File: config.mk
export PLATFORM = sky130hd
export DESIGN_NAME = serial_mmio_fifo
export DESIGN_NICKNAME = d
export VERILOG_FILES = /design/src/rtl/serial_mmio_fifo_pkg.sv /design/src/rtl/serial_mmio_fifo_sync_fifo.sv /design/src/rtl/serial_mmio_fifo.sv
export SDC_FILE = /design/constraint.sdc
export NUM_CORES = 1
export LEC_CHECK = 0
export BUFFER_PORTS_ARGS = -buffer_cell sky130_fd_sc_hd__buf_2
export CAP_MARGIN = 20
export CORE_UTILIZATION = 58
export DETAILED_ROUTE_END_ITERATION = 6
export GPL_TIMING_DRIVEN = 1
export PLACE_DENSITY = 0.9
export SYNTH_ARGS = -nofsm -noshare
export SYNTH_HDL_FRONTEND = slang
export SYNTH_SLANG_ARGS = --single-unit
export TNS_END_PERCENT = 5
File: constraint.sdc
create_clock -name clk_50M -period 7.4 [get_ports clk_50M]
set_clock_uncertainty 0.05 [all_clocks]
set_input_delay 0.37 -clock clk_50M [delete_from_list [all_inputs] [get_ports clk_50M]]
set_output_delay 0.37 -clock clk_50M [all_outputs]
set_load 0.02 [all_outputs]
File: src/rtl/serial_mmio_fifo_pkg.sv
// Shared constants for the memory-mapped serial port: default bus addresses,
// status register bit positions and the transmit sequencer state encoding.
package serial_mmio_fifo_pkg;

  localparam logic [31:0] DEFAULT_DATA_ADDR = 32'hBFD0_03F8;
  localparam logic [31:0] DEFAULT_STAT_ADDR = 32'hBFD0_03FC;

  localparam int STAT_TX_NOT_FULL  = 0;
  localparam int STAT_RX_NOT_EMPTY = 1;
  localparam int STAT_RX_OVERRUN   = 2;
  localparam int STAT_TX_IDLE      = 3;
  localparam int STAT_TX_DROP      = 4;

  typedef enum logic [1:0] {
    TX_IDLE      = 2'd0,
    TX_WAIT_BUSY = 2'd1,
    TX_WAIT_DONE = 2'd2
  } tx_state_e;

  // Edges spent in WAIT_BUSY without busy before assuming the start was lost.
  localparam logic [1:0] LOST_START_LIMIT = 2'd2;

endpackage

File: src/rtl/serial_mmio_fifo_sync_fifo.sv
// Single-clock show-ahead FIFO; a push into a full FIFO is accepted when a
// pop happens in the same cycle.
module sync_fifo #(
  parameter int WIDTH = 8,
  parameter int AW    = 4
) (
  input  logic             clk_i,
  input  logic             rst_i,
  input  logic             push_i,
  input  logic             pop_i,
  input  logic [WIDTH-1:0] data_i,
  output logic [WIDTH-1:0] head_o,
  output logic             full_o,
  output logic             empty_o,
  output logic [AW:0]      count_o
);

  localparam int DEPTH = 1 << AW;
  localparam logic [AW:0] FULL_COUNT = (AW+1)'(DEPTH);

  logic [WIDTH-1:0] mem_q [DEPTH];
  logic [AW-1:0]    wr_ptr_q, wr_ptr_d, rd_ptr_q, rd_ptr_d;
  logic [AW:0]      count_q, count_d;
  logic             do_push, do_pop;

  assign empty_o = (count_q == '0);
  assign full_o  = (count_q == FULL_COUNT);
  assign count_o = count_q;
  assign head_o  = mem_q[rd_ptr_q];

  always_comb begin
    do_pop   = pop_i && !empty_o;
    do_push  = push_i && (!full_o || do_pop);
    wr_ptr_d = do_push ? wr_ptr_q + AW'(1) : wr_ptr_q;
    rd_ptr_d = do_pop ? rd_ptr_q + AW'(1) : rd_ptr_q;
    count_d  = count_q;
    case ({do_push, do_pop})
      2'b10:   count_d = count_q + (AW+1)'(1);
      2'b01:   count_d = count_q - (AW+1)'(1);
      default: count_d = count_q;
    endcase
  end

  always_ff @(posedge clk_i) begin
    if (rst_i) begin
      wr_ptr_q <= '0;
      rd_ptr_q <= '0;
      count_q  <= '0;
    end else begin
      wr_ptr_q <= wr_ptr_d;
      rd_ptr_q <= rd_ptr_d;
      count_q  <= count_d;
    end
  end

  always_ff @(posedge clk_i) begin
    if (do_push) mem_q[wr_ptr_q] <= data_i;
  end

endmodule

File: src/rtl/serial_mmio_fifo.sv
// Memory-mapped serial port: decodes data/status addresses, buffers RX and TX
// bytes in FIFOs and sequences the UART receiver and transmitter handshakes.
module serial_mmio_fifo
  import serial_mmio_fifo_pkg::*;
#(
  parameter logic [31:0] DATA_ADDR = DEFAULT_DATA_ADDR,
  parameter logic [31:0] STAT_ADDR = DEFAULT_STAT_ADDR,
  parameter int          RX_AW     = 4,
  parameter int          TX_AW     = 4
) (
  input  logic        clk_50M,
  input  logic        rst,
  input  logic        bus_ce_i,
  input  logic [31:0] bus_addr_i,
  input  logic        bus_we_i,
  input  logic [31:0] bus_data_i,
  output logic [31:0] bus_data_o,
  output logic        bus_hit_o,
  input  logic        rx_ready_i,
  input  logic [7:0]  rx_data_i,
  output logic        rx_clear_o,
  input  logic        tx_busy_i,
  output logic        tx_start_o,
  output logic [7:0]  tx_data_o,
  output logic        irq_o
);

  logic           data_sel, stat_sel, bus_rd, bus_wr;
  logic           rx_push, rx_pop, rx_full, rx_empty;
  logic [7:0]     rx_head;
  logic [RX_AW:0] rx_count;
  logic           tx_push, tx_pop, tx_full, tx_empty;
  logic [7:0]     tx_head;
  logic [TX_AW:0] tx_count;

  logic       rx_clear_q, rx_clear_d;
  logic       overrun_q, overrun_d;
  logic       drop_q, drop_d;
  logic       tx_start_q, tx_start_d;
  logic [7:0] tx_data_q, tx_data_d;
  logic [1:0] wait_cnt_q, wait_cnt_d;
  tx_state_e  state_q, state_d;

  // Only bits 7:0 (data) and the W1C bits are meaningful on writes.
  logic unused_bus_bits;
  assign unused_bus_bits = ^bus_data_i[31:8];

  assign data_sel  = (bus_addr_i == DATA_ADDR);
  assign stat_sel  = (bus_addr_i == STAT_ADDR);
  assign bus_hit_o = data_sel || stat_sel;
  assign bus_rd    = bus_ce_i && bus_we_i;
  assign bus_wr    = bus_ce_i && !bus_we_i;

  // Guard on the registered clear: ready is still high on the edge after clear.
  assign rx_push = rx_ready_i && !rx_clear_q;
  assign rx_pop  = bus_rd && data_sel;
  assign tx_push = bus_wr && data_sel;

  sync_fifo #(.WIDTH(8), .AW(RX_AW)) u_rx_fifo (
    .clk_i(clk_50M), .rst_i(rst), .push_i(rx_push), .pop_i(rx_pop),
    .data_i(rx_data_i), .head_o(rx_head), .full_o(rx_full),
    .empty_o(rx_empty), .count_o(rx_count)
  );

  sync_fifo #(.WIDTH(8), .AW(TX_AW)) u_tx_fifo (
    .clk_i(clk_50M), .rst_i(rst), .push_i(tx_push), .pop_i(tx_pop),
    .data_i(bus_data_i[7:0]), .head_o(tx_head), .full_o(tx_full),
    .empty_o(tx_empty), .count_o(tx_count)
  );

  always_comb begin
    rx_clear_d = rx_push;
    overrun_d  = overrun_q;
    drop_d     = drop_q;
    if (bus_wr && stat_sel) begin
      if (bus_data_i[STAT_RX_OVERRUN]) overrun_d = 1'b0;
      if (bus_data_i[STAT_TX_DROP])    drop_d    = 1'b0;
    end
    // Setting after clearing lets a fresh event win over a same-cycle W1C.
    if (rx_push && rx_full && !rx_pop)  overrun_d = 1'b1;
    if (tx_push && tx_full && !tx_pop)  drop_d    = 1'b1;
  end

  always_ff @(posedge clk_50M) begin
    if (rst) begin
      rx_clear_q <= 1'b0;
      overrun_q  <= 1'b0;
      drop_q     <= 1'b0;
      tx_start_q <= 1'b0;
      tx_data_q  <= '0;
      wait_cnt_q <= '0;
      state_q    <= TX_IDLE;
    end else begin
      rx_clear_q <= rx_clear_d;
      overrun_q  <= overrun_d;
      drop_q     <= drop_d;
      tx_start_q <= tx_start_d;
      tx_data_q  <= tx_data_d;
      wait_cnt_q <= wait_cnt_d;
      state_q    <= state_d;
    end
  end

  always_comb begin
    state_d = state_q;
    case (state_q)
      TX_IDLE:      if (!tx_empty && !tx_busy_i) state_d = TX_WAIT_BUSY;
      TX_WAIT_BUSY: begin
        if (tx_busy_i)                           state_d = TX_WAIT_DONE;
        else if (wait_cnt_q == LOST_START_LIMIT) state_d = TX_IDLE;
      end
      TX_WAIT_DONE: if (!tx_busy_i) state_d = TX_IDLE;
      default:      state_d = TX_IDLE;
    endcase
  end

  always_comb begin
    tx_pop     = 1'b0;
    tx_start_d = 1'b0;
    tx_data_d  = tx_data_q;
    wait_cnt_d = '0;
    case (state_q)
      TX_IDLE: begin
        if (!tx_empty && !tx_busy_i) begin
          tx_pop     = 1'b1;
          tx_start_d = 1'b1;
          tx_data_d  = tx_head;
        end
      end
      TX_WAIT_BUSY: wait_cnt_d = wait_cnt_q + 2'd1;
      default: ;
    endcase
  end

  always_comb begin
    bus_data_o = '0;
    if (data_sel) begin
      if (!rx_empty) bus_data_o[7:0] = rx_head;
    end else if (stat_sel) begin
      bus_data_o[STAT_TX_NOT_FULL]  = !tx_full;
      bus_data_o[STAT_RX_NOT_EMPTY] = !rx_empty;
      bus_data_o[STAT_RX_OVERRUN]   = overrun_q;
      bus_data_o[STAT_TX_IDLE]      = tx_empty && (state_q == TX_IDLE);
      bus_data_o[STAT_TX_DROP]      = drop_q;
      bus_data_o[15:8]              = 8'(rx_count);
      bus_data_o[23:16]             = 8'(tx_count);
    end
  end

  assign rx_clear_o = rx_clear_q;
  assign tx_start_o = tx_start_q;
  assign tx_data_o  = tx_data_q;
  assign irq_o      = !rx_empty || overrun_q;

endmodule

==> results of run 1 <==
layout by cell type, fill, tap and decap left out, types with 19 or more instances in the layout:
cell       synthesis  final
buf_2              6     85
nor3_1            19     19
nor2_1            46     46
nand2_1           23     23
a21oi_1           38     38
clkbuf_16          0     29
edfxtp_1         256    256
dfxtp_1           46     44
inv_1             19     19
mux4_2            68     68
cell usage after synthesis (7+ instances only):
cell type  count  area share, %
edfxtp_1     256             62
mux4_2        68             12
dfxtp_1       46            7.4
nor2_1        46            1.4
a21oi_1       38            1.5
clkbuf_1      25           0.76
nand2_1       23           0.70
inv_1         19           0.58
nor3_1        19           0.77
ha_1          18            1.8
a22oi_1       17            1.0
buf_4         15           0.91
o21ai_0       12           0.49
nor2b_1       11           0.56
and3_1        10           0.51
buf_1          8           0.24
mux2i_1        7           0.57
nand2b_1       7           0.35
nor4_1         7           0.35
state kept, by name, summed over array words and instances, names as in the netlist, named ones only:
| name | count |
|---|---|
| state_q | 2 |
| u_rx_fifo.mem_q | 128 |
| tx_start_o | 1 |
| u_tx_fifo.rd_ptr_q | 4 |
| overrun_q | 1 |
| u_tx_fifo.mem_q | 128 |
| u_tx_fifo.count_o | 5 |
| u_rx_fifo.rd_ptr_q | 4 |
| u_rx_fifo.count_o | 5 |
| u_rx_fifo.wr_ptr_q | 4 |
| drop_q | 1 |
| wait_cnt_q | 2 |
| tx_data_o | 8 |
| u_tx_fifo.wr_ptr_q | 4 |
| rx_clear_o | 1 |
routing by layer:
layer	wire length (µm)	up-vias	global-route usage, %
met1	10670	3612	36.42
met3	2415	67	4.475
met5	0	-	0
met4	844	0	9.227
li1	-	3065	-
met2	14220	451	43.36
worst paths after layout:
path / startpoint / endpoint / cells past startpoint
setup / recovery: u_tx_fifo.count_o[0] / u_tx_fifo.count_o[4] / 12
hold reg to reg: wait_cnt_q[0] / wait_cnt_q[0] / 1
setup reg to reg: u_tx_fifo.count_o[0] / u_tx_fifo.count_o[4] / 12
hold / removal: rx_data_i[5] / u_rx_fifo.mem_q[9][5] / 1
what timing repair did:
action	4_1_cts	5_1_grt
hold buffers	1	0
endpoints found under the hold margin	1	0
buffers inserted	0	0
where the power goes:
part / internal (mW) / leakage (nW) / total, mW / switching, mW
registers: 1.85 / 2.68 / 1.86 / 0.00561
clock network: 0.835 / 0.442 / 1.45 / 0.616
logic: 0.0294 / 1.59 / 0.0935 / 0.0641
cell type report:
type                    instances  area share, %
clock buffers                  37          5.468
clock inverters                15          1.144
inverters                      22         0.5897
multi-input cells             373          24.89
flip-flops and latches        302          61.48
well taps                     275          2.457
repair buffers                102          3.967
cell families (layout without fill, tap and decap cells):
kind of cell | after synthesis | in the layout | synth area share, %
DFF | 302 | 302 | 69.63
other | 1 | 14 | 0.03033
adders and majority gates | 19 | 19 | 1.984
muxes | 76 | 76 | 13.05
AOI/OAI and AO/OA | 89 | 89 | 4.453
xor gates and xnor gates | 11 | 11 | 0.7793
and+or+nand+nor | 164 | 164 | 7.256
buffers and inverters | 76 | 176 | 2.824
per-stage QoR:
| stage | setup slack (ns) | utilization (%) | std cells | hold WS (ns) |
|---|---|---|---|---|
| after CTS | 3.475 | 66.72 | 1123 | 0.1676 |
| after floorplan | 3.801 | - | 751 | 0.3414 |
| after global routing | 3.175 | 66.83 | 1126 | 0.1722 |
| after global placement | 3.339 | 62.10 | 1065 | 0.3487 |
| after detailed placement | 3.248 | 62.26 | 1070 | 0.3540 |
| final | 3.429 | 66.83 | 1126 | 0.1829 |
==> impl_metrics.ini, run 1 <==
[min_path]
min_path_type = in2reg

[clock_tree]
cts_resized = 0
htreeDepth = 1
numCtsBuffers = 29
clock_sink_count = 302
clk_pin_slew_worst_paths_ns = 0.06
cts_buffer_depth = 3
cts_root_buffer = clkbuf_16
cts_tree = yes
clk_latency_ns = 0.53

[timing]
post-route-period-util_pct = 53.66
final-setup-viol-count = 0
setup_tns_ns = 0
fmax_mhz = 251.8
hold_viol = 0
tightest_slew_ns = 1.014
finalCriticalPeriod_ns = 3.971
drv_slew = 0
max_slew_margin_pct = 32.24
rsz0062_at_grt = no

[finish]
diodes = 0
layout.filler_cells = 1308
layout-drive-gt1-share_pct = 26.44
syn_to_final_growth_pct = 13.28
fin_nets = 927
ff_latch_area_um2 = 8611
finalInstanceArea_um2 = 14000
multi_input_area_um2 = 3486

[global_routing]
antenna_found_initial = 0
grt_overflow = 0
grt_use_total_pct = 26.54
grt_pass1_wl_mm = 42.76
grt_max_degree = 47
grt_pass1_vias = 7139

[setup_path]
r2r_slack_ns = 3.43
max_stage_delay_ns = 0.75
start_kind = register
crit_chain = nor4_1 -> a31oi_1 -> and4_1 -> inv_2 -> ha_1 -> inv_1 -> fa_1 -> nor2b_1 -> o21ai_0 -> and3_1 -> or4_1 -> a21oi_1
worst_ep_arrival_time_ns = 4.37
crit_path_end_kind = register
worst-path-buf-inv = 2
cp.required_ns = 7.80
critical_path_class = reg2reg
cp_top_family = simple AND/OR/NAND/NOR gates
crit_slowest_cell = nor4_1
cp_max_fo = 9

[flow_run]
cap_violations = 0

[routing]
first_pass_iters = 7
drc = 0
via_count = 7195
drtIter0Drc = 819
post_drt_via_cell_ratio = 6.390
postRouteAntennaNets = 0
totalWireLength_mm = 28.15
avgRoutedWirePerCell_um = 25.00

[floorplan]
die_h_um = 148
die_area_um2 = 21900
row_count = 53
io_pins = 122
die_w_um = 148
coreArea_um2 = 20960
start_util_pct = 59.00

[yosys]
avgSynthCellArea_um2 = 16.75
synth_cells = 738
ys_async_sr_fraction_pct = 0
synth_edf_count = 256
ys_warn_count = 0
synth.distinct_cells = 52
seq_area_frac_synth_pct = 69.63
ys.flop_type = edfxtp_1
synthesis.area_um2 = 12360
synth-seq-cells = 302

[outcome]
status = finished clean

[placed_design]
dp_hpwl_mm = 17.66
placed_cell_area_um2 = 13050
io_buffers = 83
gp_congestion = 0.8056

[power_and_ir_drop]
ir_drop_mv = 0.2158
leakagePower_nw = 4.713
power_mw = 3.403
pwr_density_cell_nw_per_um2 = 243.0
No activity file was read; power rests on OpenSTA's default activity.
==> inputs of run 2 (changes only) <==
Settings changed: ABC_AREA set to 1.
Clock period 7.4 ns to 3.9 ns, I/O delays scaled along.
==> run 2 against run 1 <==
Against the previous run:
- the flow now finishes with violations (DRC)
- worst hold slack lost 0.17 ns
- combinational power grew to 16 times the previous value
- global-route usage shrank 1.1 points
- first-iteration DRC count grew 7.9%
- total power grew 140%
- non-clock buffer count grew 10
- die area grew 5.6%
- via count grew 30%
- sequential share of layout area shrank 2.9 points
- wire length grew 7.1%
- critical path type is now reg2out
- critical endpoint is now bus_data_o[2]
==> impl_metrics.ini, run 2 <==
[yosys]
seq_area_frac_synth_pct = 65.89
yosysMostFrequentCell = edfxtp_1
yosys.area.top_type_share_pct = 58.84
synth.distinct_cells = 37
synthesis.area_um2 = 13070
yosysTopAreaCell = edfxtp_1
synth_cells = 1214
ys_async_sr_fraction_pct = 0
synth-seq-cells = 302
yosys-top-cells-count = 256 x edfxtp_1, 253 x nor2_1, 150 x o21ai_0
ys.flop_type = edfxtp_1
synth_area_leaders = edfxtp_1 59%, nor2_1 7.3%, dfxtp_1 7.0%
synth_edf_count = 256
avgSynthCellArea_um2 = 10.76
ys_warn_count = 0

[setup_path]
cp_top_family = buffers and inverters
cp.required_ns = 3.65
crit_path_end_kind = output port
crit_slowest_cell = inv_2
start_kind = register
cpMostUsedCell = o21ai_0
crit_chain = inv_2 -> nor2_1 -> nor2_1 -> o21ai_0 -> o21ai_0 -> nand2_1 -> nand3_1 -> nand3_1 -> o21ai_0 -> buf_2
critical_path_class = reg2out
worst-path-buf-inv = 2
max_stage_delay_ns = 0.69
worst_ep_arrival_time_ns = 2.69
cp_max_fo = 58

[min_path]
min_path_type = in2reg

[clock_tree]
cts_root_buffer = clkbuf_16
clk_latency_ns = 0.54
post_cts_buffers = 0
clk_pin_slew_worst_paths_ns = 0.06
cts_buffer_depth = 3
cts_hold_buf = 6
clock_sink_count = 302
cts_resized = 0
htreeDepth = 1
numCtsBuffers = 29
cts_tree = yes

[timing]
fmax_mhz = 340.4
final-setup-viol-count = 0
rsz0062_at_grt = no
max_slew_margin_pct = 32.29
finalCriticalPeriod_ns = 2.938
tightest_slew_ns = 1.012
hold_viol = 0
post-route-period-util_pct = 75.33
setup_tns_ns = 0
drv_slew = 0
fin_ws_ns = 0.9621

[finish]
layout.filler_cells = 1466
ff_latch_area_um2 = 8612
diodes = 0
fin_util_pct = 66.96
fin_nets = 1393
syn_to_final_growth_pct = 12.54
final_cells = 1597
multi_input_area_um2 = 3734
layout-drive-gt1-share_pct = 13.52
most-common-layout-cells = 256 x edfxtp_1, 253 x nor2_1, 150 x o21ai_0, 110 x nand2_1, 83 x buf_2
final_common_cell = edfxtp_1

[floorplan]
die_w_um = 152.1
die_h_um = 152.1
row_count = 54
io_pins = 122
start_util_pct = 59.50
coreArea_um2 = 21960
die_area_um2 = 23130

[global_routing]
grt_use_total_pct = 25.48
grt_pass1_vias = 9229
grt_pass1_wl_mm = 46.40
grt_max_degree = 71
grt_overflow = 0
antenna_found_initial = 0

[placed_design]
dp_hpwl_mm = 17.80
gp_congestion = 0.8476
dp_cells = 1537
pre_cts_slack_ns = 1.137
io_buffers = 83

[power_and_ir_drop]
pwr_density_cell_nw_per_um2 = 552.8
leakagePower_nw = 5.444
ir_drop_mv = 0.6331

[routing]
totalWireLength_mm = 30.16
drc = 7
via_count = 9378
postRouteAntennaNets = 0
avgRoutedWirePerCell_um = 18.88
post_drt_via_cell_ratio = 5.872
drtIter0Drc = 884
first_pass_iters = 7

[outcome]
violations = DRC
status = finished, violations left

[flow_run]
cap_violations = 0
## run 2: cell count changes after synthesis, sizes merged, moves of 17 or more
cell,delta
a22oi,-17
nand3,+60
o211ai,+38
o21ai,+148
nor2,+212
mux4,-68
buf,+24
nand2,+96
inv,+66
## run 2: through the flow
stage	instance area, µm²	hold slack (ns)	total power [mW]
floorplan	13110	0.2439	4.832
CTS	14660	0.001666	8.070
global route	14700	0.005707	8.434
global placement	13610	0.3517	5.082
finish	14700	0.01498	8.127
detailed placement	13610	0.3707	5.161
## run 2: final timing paths
kind	start	to	slack, ns	cells past startpoint
setup / recovery	register	bus_data_o[2]	0.96	10
setup reg to reg	u_tx_fifo.count_o[1]	u_tx_fifo.count_o[4]	1.04	18
hold reg to reg	wait_cnt_q[0]	wait_cnt_q[0]	0.39	1
hold / removal	rx_data_i[4]	u_rx_fifo.mem_q[15][4]	0.01	1
## run 2: final cells by class
class                      count  share of cell area, %
timing repair buffer         112                  4.578
clock buffer                  33                  5.106
sequential                   302                  58.57
clock inverter                19                  1.676
tap                          280                  2.383
inverter                      89                  2.289
multi-input combinational    762                  25.39
## run 2: metal layers
metal / share of wire [%] / track usage (%)
met5: 0 / 0
met2: 52 / 46.47
met4: 3.3 / 9.913
met3: 8.3 / 3.765
met1: 36 / 30.44
## run 2: cell families (layout without fill, tap and decap cells)
logic type | after synthesis | after routing | share of synthesized area, %
other | 1 | 14 | 0.02870
AOI/OAI and AO/OA | 243 | 243 | 10.20
and+or+nand+nor | 474 | 474 | 15.29
xor gates and xnor gates | 12 | 12 | 0.8044
adders and majority gates | 19 | 19 | 1.877
DFF | 302 | 302 | 65.89
buffers and inverters | 163 | 253 | 5.909
## run 2: power by group
group,total (mW),internal [mW],switching [mW]
logic,1.49,0.477,1.02
registers,3.70,3.60,0.102
clock network,2.93,1.77,1.16
